===== src/rtl/space_pkg.sv =====
// Shared game-level types and screen constants for the obstacle scheduler.
package space_pkg;

  typedef enum logic [1:0] {
    IDLE = 2'd0,
    RUN  = 2'd1,
    HIT  = 2'd2
  } game_state_t;

  localparam int SCREEN_CORDW = 16;
  localparam int H_RES        = 640;
  localparam int V_RES        = 480;
  localparam int SCORE_MAX    = 999;

endpackage


===== src/rtl/lfsr16.sv =====
// Free-running 16-bit Galois LFSR, x^16+x^14+x^13+x^11+1, loaded with seed on reset.
module lfsr16 (
  input  logic        clk_pix,
  input  logic        rst_n,
  input  logic [15:0] seed,
  output logic [15:0] q
);

  localparam logic [15:0] TAPS = 16'hB400;

  always_ff @(posedge clk_pix or negedge rst_n) begin
    if (!rst_n) q <= seed;
    else        q <= {1'b0, q[15:1]} ^ (q[0] ? TAPS : 16'h0000);
  end

endmodule


===== src/rtl/obstacle_scheduler.sv =====
// Obstacle slot allocator, mover and IDLE/RUN/HIT game FSM.
// Optional SCHED_SPEEDUP_EN: fall speed grows with score (SPEED + score/100, max 8).
module obstacle_scheduler
  import space_pkg::*;
#(
  parameter int          N_OBS        = 4,
  parameter int          SCREEN_CORDW = space_pkg::SCREEN_CORDW,
  parameter int          H_RES        = space_pkg::H_RES,
  parameter int          V_RES        = space_pkg::V_RES,
  parameter int          OBS_SIZE     = 40,
  parameter int          SPEED        = 2,
  parameter int          SPAWN_GAP    = 60,
  parameter logic [15:0] SEED         = 16'hACE1
) (
  input  logic                          clk_pix,
  input  logic                          rst_n,
  input  logic                          frame,
  input  logic                          start,
  input  logic                          collision,
  output logic [N_OBS*SCREEN_CORDW-1:0] obs_x,
  output logic [N_OBS*SCREEN_CORDW-1:0] obs_y,
  output logic [N_OBS-1:0]              obs_en,
  output logic [1:0]                    state,
  output logic [9:0]                    score
);

  localparam int                    LIM        = H_RES - OBS_SIZE;
  localparam logic [9:0]            LIM_V      = 10'(LIM);
  localparam logic [SCREEN_CORDW:0] V_LIM      = (SCREEN_CORDW + 1)'(V_RES);
  localparam int                    GAP_W      = (SPAWN_GAP > 1) ? $clog2(SPAWN_GAP) : 1;
  localparam logic [GAP_W-1:0]      GAP_RELOAD = GAP_W'(SPAWN_GAP - 1);

  if (LIM < 512 || LIM > 1023) begin : g_bad_lim
    $error("obstacle_scheduler: H_RES-OBS_SIZE must lie in 512..1023");
  end
  if (SEED == 16'h0000) begin : g_bad_seed
    $error("obstacle_scheduler: SEED must be nonzero");
  end

  function automatic logic [SCREEN_CORDW-1:0] spawn_x(input logic [9:0] v);
    logic [9:0] r;
    r = (v >= LIM_V) ? (v - LIM_V) : v;
    return SCREEN_CORDW'(r);
  endfunction

  function automatic logic [9:0] sat_inc(input logic [9:0] s);
    return (s >= 10'(SCORE_MAX)) ? 10'(SCORE_MAX) : (s + 10'd1);
  endfunction

  game_state_t                          state_q, state_d;
  logic [N_OBS-1:0][SCREEN_CORDW-1:0]   x_q, x_d, y_q, y_d;
  logic [N_OBS-1:0]                     en_q, en_d;
  logic [9:0]                           score_q, score_d;
  logic [GAP_W-1:0]                     gap_q, gap_d;
  logic [15:0]                          lfsr_q;
  logic [SCREEN_CORDW:0]                spd;
  logic [SCREEN_CORDW:0]                ny;
  logic                                 found;
  logic                                 unused_lfsr;

  lfsr16 u_lfsr (
    .clk_pix (clk_pix),
    .rst_n   (rst_n),
    .seed    (SEED),
    .q       (lfsr_q)
  );

  // Only the low ten bits feed the spawn position.
  assign unused_lfsr = ^lfsr_q[15:10];

`ifdef SCHED_SPEEDUP_EN
  function automatic logic [SCREEN_CORDW:0] speed_for(input logic [9:0] s);
    int t;
    t = SPEED + int'(s / 10'd100);
    if (t > 8) t = 8;
    return (SCREEN_CORDW + 1)'(t);
  endfunction

  assign spd = speed_for(score_q);
`else
  assign spd = (SCREEN_CORDW + 1)'(SPEED);
`endif

  always_comb begin
    state_d = state_q;
    x_d     = x_q;
    y_d     = y_q;
    en_d    = en_q;
    score_d = score_q;
    gap_d   = gap_q;
    found   = 1'b0;
    ny      = '0;
    unique case (state_q)
      IDLE, HIT: begin
        if (start) begin
          state_d = RUN;
          x_d     = '0;
          y_d     = '0;
          en_d    = '0;
          score_d = '0;
          gap_d   = '0;
        end
      end
      RUN: begin
        if (frame && collision) begin
          state_d = HIT;
        end else if (frame) begin
          for (int i = 0; i < N_OBS; i++) begin
            if (en_q[i]) begin
              ny     = {1'b0, y_q[i]} + spd;
              y_d[i] = ny[SCREEN_CORDW-1:0];
              if (ny >= V_LIM) begin
                en_d[i] = 1'b0;
                score_d = sat_inc(score_d);
              end
            end
          end
          // Free slots are judged on en_q, so a slot retired this frame waits a frame.
          if (gap_q == '0) begin
            for (int i = 0; i < N_OBS; i++) begin
              if (!en_q[i] && !found) begin
                found   = 1'b1;
                x_d[i]  = spawn_x(lfsr_q[9:0]);
                y_d[i]  = '0;
                en_d[i] = 1'b1;
              end
            end
            if (found) gap_d = GAP_RELOAD;
          end else begin
            gap_d = gap_q - GAP_W'(1);
          end
        end
      end
      default: state_d = IDLE;
    endcase
  end

  always_ff @(posedge clk_pix or negedge rst_n) begin
    if (!rst_n) begin
      state_q <= IDLE;
      x_q     <= '0;
      y_q     <= '0;
      en_q    <= '0;
      score_q <= '0;
      gap_q   <= '0;
    end else begin
      state_q <= state_d;
      x_q     <= x_d;
      y_q     <= y_d;
      en_q    <= en_d;
      score_q <= score_d;
      gap_q   <= gap_d;
    end
  end

  assign obs_x  = x_q;
  assign obs_y  = y_q;
  assign obs_en = en_q;
  assign state  = state_q;
  assign score  = score_q;

endmodule


===== config.mk =====
export PLATFORM = sky130hd
export DESIGN_NAME = obstacle_scheduler
export DESIGN_NICKNAME = d
export VERILOG_FILES = /design/src/rtl/space_pkg.sv /design/src/rtl/lfsr16.sv /design/src/rtl/obstacle_scheduler.sv
export SDC_FILE = /design/constraint.sdc
export NUM_CORES = 1
export LEC_CHECK = 0
export ABC_AREA = 1
export CORE_UTILIZATION = 49
export CTS_CLUSTER_DIAMETER = 120
export DETAILED_ROUTE_END_ITERATION = 12
export GPL_TIMING_DRIVEN = 1
export HOLD_SLACK_MARGIN = 0.12
export MAX_ROUTING_LAYER = met4
export PLACE_DENSITY = 0.78
export SLEW_MARGIN = 40
export SYNTH_ARGS = -nofsm -noshare
export SYNTH_HDL_FRONTEND = slang
export SYNTH_SLANG_ARGS = --single-unit

===== constraint.sdc =====
create_clock -name clk_pix -period 3.6 [get_ports clk_pix]
set_input_delay 0.54 -clock clk_pix [delete_from_list [all_inputs] [get_ports clk_pix]]
set_output_delay 0.54 -clock clk_pix [all_outputs]
set_load 0.1 [all_outputs]

==> metrics, run 1 <==
Initial DRT Pass Iterations 5; Final Hold Viols 0; Pins Over Slew Limit 0; die width ~130 um; clk sinks between 100 and 150; worst skew pair latency around 0.43 ns; Critical Path AT ~4.3 ns; WP data required 3.96 ns; Root Driver clkbuf_16; FP Rows 48; Placement Cell Area 10400 um^2; Unique masters post-synth 52; Worst setup SP type flop; Clock Tree Buf Depth 2; HP Class in -> async; most frequent CP cell nand2_4; CTS tree built; Peak VDD IR 0.376 mV; Synth Flop Type dfrtp_1; TritonCTS buffer count 17; max cap viols 0; CP Capture Type flop; failing checks negative setup slack; IO Pins between 100 and 150; commonest non-fill, non-tap cell in the layout nand2_1; IO Port Bufs 120; initial antenna violation count 0; FF-to-FF Start obs_y[1]$_DFFE_PN0P_; Peak Freq ~250 MHz; final non-filler cell total around 1700; actual slew at the worst max-slew pin roughly 0.72 ns; Avg WL per Cell ~15 um; DIE AREA about 18000 um^2; Starting Density approximately half; first-pass GRT wire length around 40000 um; placed wire-length estimate about 17000 um; Post-Route WL 24500 um; area grow syn2layout 31.9%; PnR Total Power a little under 6000 uW; cell area after synthesis about 8600 um^2; Slowest-stage cell, CP dfrtp_4; DR DRC count 0; Synth top area share a little under two fifths; Final Worst Setup Slack -0.343 ns; Synthesis Warnings 0; Final Util between 60% and 70%; routed vias 8738; Placed Cells about 1600; number of global-route vias before repair between 8000 and 9000; diode count 0; LEAKAGE about 0.0057 uW; setup violators final 10; CP Launch Point obs_y[1]$_DFFE_PN0P_; Post-synth EDFFs 0; post-synthesis average cell area ~7.4 um^2; Cell Pwr Density 524 nW/um^2; Fin Clk Skew 0.0109 ns; post-synthesis cell count approximately 1200; grt total ovfl 0; Crit Path Max Fanout 7; gp weighted congestion ~0.9; top cells by area, synth dfrtp_1 38%, nand2_1 14%, inv_1 5.9%; CP max stage delay 0.44 ns; largest net degree at the start of global routing 83; status finished with violations; share of post-route cells with drive strength above 1 30.6%; antenna-violating nets left 0; Initial DRC Count 540; slew margin rel. roughly 52%; Yosys reg bits ~140; core area between 15000 and 20000 um^2; Final nets ~1400; all-layer global routing usage between 20% and 30%; min Tclk post-route between 3 and 4 ns; Seq/Total Area, Yosys 40.1%; fin area approximately 11000 um^2; Die Ht approximately 130 um; depth of the CTS H-tree 4; WHS approximately 0.17 ns; RSZ-0062 raised after global routing true; post-synth top area cell dfrtp_1; commonest cells after routing, fill and taps aside 303 x nand2_1, 135 x buf_4, 132 x inv_1; Tcrit/Tclk final 110%; share of async-settable or async-resettable flops after synthesis between 90% and 100%; kind of critical path reg -> reg; DR vias/cell roughly 5.2; CTS clk-pin slew, worst paths about 0.06 ns
==> metal layers <==
metal | routed length, um | track usage, %
met1 | 10700 | 36.2
met2 | 11700 | 45.3
met3 | 1470 | 4.80
met4 | 573 | 9.99
met5 | 0 | -
==> timing repair <==
action                                  CTS  global route
endpoints found under the setup margin   10            10
buffers inserted                         10             7
endpoints found under the hold margin     0             0
pin swaps                                32            18
hold buffers                              0             0
gates resized for setup                  27            29
==> per-stage QoR <==
| step | TNS [ns] | setup slack (ns) |
|---|---|---|
| after floorplan | -4.45 | -0.521 |
| after CTS | -1.70 | -0.226 |
| after global placement | -1.46 | -0.213 |
| after global routing | -6.09 | -0.673 |
| after detailed placement | -2.63 | -0.338 |
| final | -2.97 | -0.343 |
==> state kept, by name, summed over array words and instances, names as in the netlist <==
register and flops:
u_lfsr.q 16, gap_q 6, score 10, obs_y 60, state 2, obs_x 40
obs_en 4
==> final cells by class <==
type | count | area, um^2
fill | 1427 | 5850
multi-input combinational | 865 | 4690
sequential | 138 | 3510
timing repair buffer | 260 | 1720
inverter | 145 | 547
clock buffer | 19 | 443
tap | 225 | 282
clock inverter | 13 | 190
==> power by group <==
| group | internal, uW | switching [uW] |
|---|---|---|
| Clock | 1180 | 706 |
| Sequential | 1650 | 105 |
| Combinational | 547 | 1770 |
==> cells in the mapped netlist, types with 3 or more instances <==
master      n
a21oi_1    40
a21oi_2     3
a31oi_1     4
buf_1       3
buf_4      28
clkbuf_1   18
clkinv_1    4
dfrtp_1   130
dfstp_2     8
ha_1       12
inv_1     135
inv_2       6
nand2_1   325
nand2_2    15
nand2_4     4
nand3_1    77
nand3_2     6
nand3b_1    6
nand4_1    26
nor2_1     95
nor2_2     13
nor2_4      7
nor3_1     17
nor4_1      7
o21ai_0    73
o21ai_1     7
o221ai_1    6
o22ai_1    25
o31ai_1     3
or2_2       3
xnor2_1     5
xor2_1     33
==> cells by family after synthesis <==
logic type	after synthesis	synth area share (%)
buffers and inverters	195	9.72
other	1	0.0435
multiplexers	1	0.116
AND/OR/NAND/NOR	608	32.4
adder cells (fa/ha/maj)	12	1.74
flip-flops	138	40.1
XOR/XNOR	38	3.86
AO/OA/AOI/OAI	178	12.0
==> worst paths after layout <==
kind                                     endpoint  cells after the start  slack, ns
setup / recovery             score[6]$_DFFE_PN0P_                     32      -0.34
hold / removal              obs_y[54]$_DFFE_PN0P_                      1       0.17
setup reg to reg             score[6]$_DFFE_PN0P_                     32      -0.34
hold reg to reg            u_lfsr.q[11]$_DFF_PN1_                      0       0.37
max in group asynchronous  u_lfsr.q[10]$_DFF_PN1_                      2       2.63
min in group clk_pix       u_lfsr.q[11]$_DFF_PN1_                      0       0.37
==> worst max-delay path, delay by kind of cell, from the launching register on <==
family	cells	cell delay (ns)
and+or+nand+nor	24	2.24
DFF	1	0.44
AOI/OAI and AO/OA	2	0.38
buffers and inverters	2	0.14
adders and majority gates	4	0.65
Note: power is estimated with default switching activity, not from simulation.
==> inputs of run 2 (changes only) <==
CTS_BUF_LIST = sky130_fd_sc_hd__clkbuf_8 sky130_fd_sc_hd__clkbuf_16   (was default)
MAX_ROUTING_LAYER = default   (was met4)
==> run 2 against run 1 <==
Net effect: the flow still finishes with violations (negative setup slack); combinational power about the same; worst setup slack gained 0.032 ns; register-to-register slack improved by 0.03 ns; core utilization is 0.68 points lower; worst hold slack better by 0.18 ns; sequential cell count is the same; maximum frequency increased by 0.82%; power rose by 0.13%; clock-buffer cell count fell by 2.
==> metrics, run 2 (synthesis gave the netlist of run 1 again) <==
Final Hold Viols 0 (unchanged); failing checks negative setup slack; setup violators final 10 (unchanged); WP data required 3.91 ns (-0.05 ns); Avg WL per Cell 14.3 um (-2.5%); status finished with violations; min Tclk post-route 3.91 ns (-0.0320 ns); initial antenna violation count 0 (unchanged); number of global-route vias before repair 8271 (-0.49%); Placement Cell Area 10400 um^2 (-0.66%); Post-Route WL 23700 um (-3.1%); HP Class reg -> reg; RSZ-0062 raised after global routing true; met3 wire len 1490 um (+1.8%); max FFs per register 60 (unchanged); slew margin rel. 54.9% (+3.0 points); IO Port Bufs 120 (unchanged); Cell Pwr Density 530 nW/um^2 (+1.2%); Pins Over Slew Limit 0 (unchanged); commonest cells after routing, fill and taps aside 310 x nand2_1, 133 x inv_1, 131 x buf_4; Peak Freq 256 MHz (+0.82%); clk sinks 138 (unchanged); worst skew pair latency 0.43 ns (about the same); placed wire-length estimate 17400 um (+0.97%); most frequent CP cell nand2_2; all-layer global routing usage 26.9% (-1.4 points); grt total ovfl 0 (unchanged); fin area 11300 um^2 (-1.0%); R2R setup slack -0.31 ns (+0.03 ns); FP Rows 48 (unchanged); depth of the CTS H-tree 4 (unchanged); Worst setup SP type flop; core area 17200 um^2 (unchanged); Clock Tree Buf Depth 2 (unchanged); top routing layer used met4; hold_sp u_lfsr.q[12]$_DFF_PN0_; gp weighted congestion 0.923 (+2.4%); commonest non-fill, non-tap cell in the layout nand2_1; actual slew at the worst max-slew pin 0.677 ns (-0.0451 ns); kind of critical path reg -> reg; area grow syn2layout 30.6%; FF-to-FF Start obs_y[1]$_DFFE_PN0P_; first-pass GRT wire length 39200 um (-1.5%); CTS clk-pin slew, worst paths 0.06 ns (about the same); Die Ht 135 um (unchanged); Initial DRT Pass Iterations 7 (+2); Final Util 65.4% (-0.68 points); antenna-violating nets left 0 (unchanged); DIE AREA 18100 um^2 (unchanged); Slowest-stage cell, CP dfrtp_4; largest net degree at the start of global routing 104 (+25%); CP max stage delay 0.44 ns (about the same); TritonCTS buffer count 17 (unchanged); PnR Total Power 5970 uW (+0.13%); Fin Clk Skew 0.0149 ns (+0.00401 ns); met1 WL 10400 um (-2.9%); CP Launch Point obs_y[1]$_DFFE_PN0P_; max cap viols 0 (unchanged); Root Driver clkbuf_16; Peak VDD IR 0.583 mV (+55%); DR vias/cell 5.25 (about the same); Final nets 1435 (-0.62%); CP Capture Type flop; DR DRC count 0 (unchanged); Critical Path AT 4.22 ns (-0.08 ns); fillers 1462 (+2.5%); die width 135 um (unchanged); CTS tree built; met2 wire length 11400 um (-2.6%); Final Worst Setup Slack -0.310 ns (+0.0320 ns); IO Pins 149 (unchanged); share of post-route cells with drive strength above 1 29.4% (-1.3 points); Starting Density 50.1% (unchanged); Initial DRC Count 579 (+7.2%); Tcrit/Tclk final 109% (-0.89 points); LEAKAGE 0.00570 uW (-0.47%); diode count 0 (unchanged); routed vias 8693 (-0.51%); Crit Path Max Fanout 7 (unchanged)
run 2: where the power goes:
group	switching, uW	leakage (uW)	internal [uW]
sequential	105	0.00184	1650
combinational	1750	0.00355	541
clock	694	0.000311	1230
total	2550	0.00570	3430
run 2: path summary, 6_finish.rpt:
| check | to | cells past startpoint |
|---|---|---|
| min in group asynchronous | score[0]$_DFFE_PN0P_ | 2 |
| max in group asynchronous | obs_y[4]$_DFFE_PN0P_ | 4 |
| max | score[8]$_DFFE_PN0P_ | 35 |
| min reg2reg | u_lfsr.q[11]$_DFF_PN1_ | 0 |
| max reg2reg | score[8]$_DFFE_PN0P_ | 35 |
| min | u_lfsr.q[11]$_DFF_PN1_ | 0 |
run 2: metrics by stage:
| step | setup TNS (ns) | hold slack [ns] | std cells | setup WS [ns] |
|---|---|---|---|---|
| after floorplan | -4.45 | 0.244 | 1198 | -0.521 |
| after global placement | -1.44 | 0.337 | 1609 | -0.210 |
| after detailed placement | -3.47 | 0.346 | 1609 | -0.419 |
| after CTS | -2.18 | 0.196 | 1651 | -0.266 |
| after global routing | -5.87 | 0.364 | 1656 | -0.657 |
| final | -2.67 | 0.349 | 1656 | -0.310 |
run 2: layout make-up:
class                           count  area (um^2)  area share [%]
Clock inverter                     15          221            1.97
Tap cell                          225          282            2.50
Multi-Input combinational cell    865         4640            41.2
Inverter                          145          547            4.85
Timing Repair Buffer              251         1640            14.5
Sequential cell                   138         3510            31.2
Clock buffer                       17          425            3.78
run 2: critical path, delay by kind of cell, from the launching register on:
kind / cells / cell delay [ns]
flops: 1 / 0.44
buf+inv: 3 / 0.22
simple gates: 27 / 2.42
fa+ha+maj: 4 / 0.58
compound gates: 1 / 0.12
run 2: layer usage:
metal | GRT usage (%) | vias up
met1 | 34.9 | 4103
met2 | 44.5 | 278
met5 | 0 | -
met3 | 5.86 | 41
li1 | - | 4271
met4 | 9.05 | 0
run 2: what timing repair did:
| item | in CTS | in global routing |
|---|---|---|
| setup endpoints to repair | 10 | 10 |
| hold endpoints to repair | 0 | 17 |
| pin swaps | 25 | 8 |
| hold buffers | 0 | 1 |
| resized for setup | 14 | 21 |
| setup buffers | 10 | 3 |
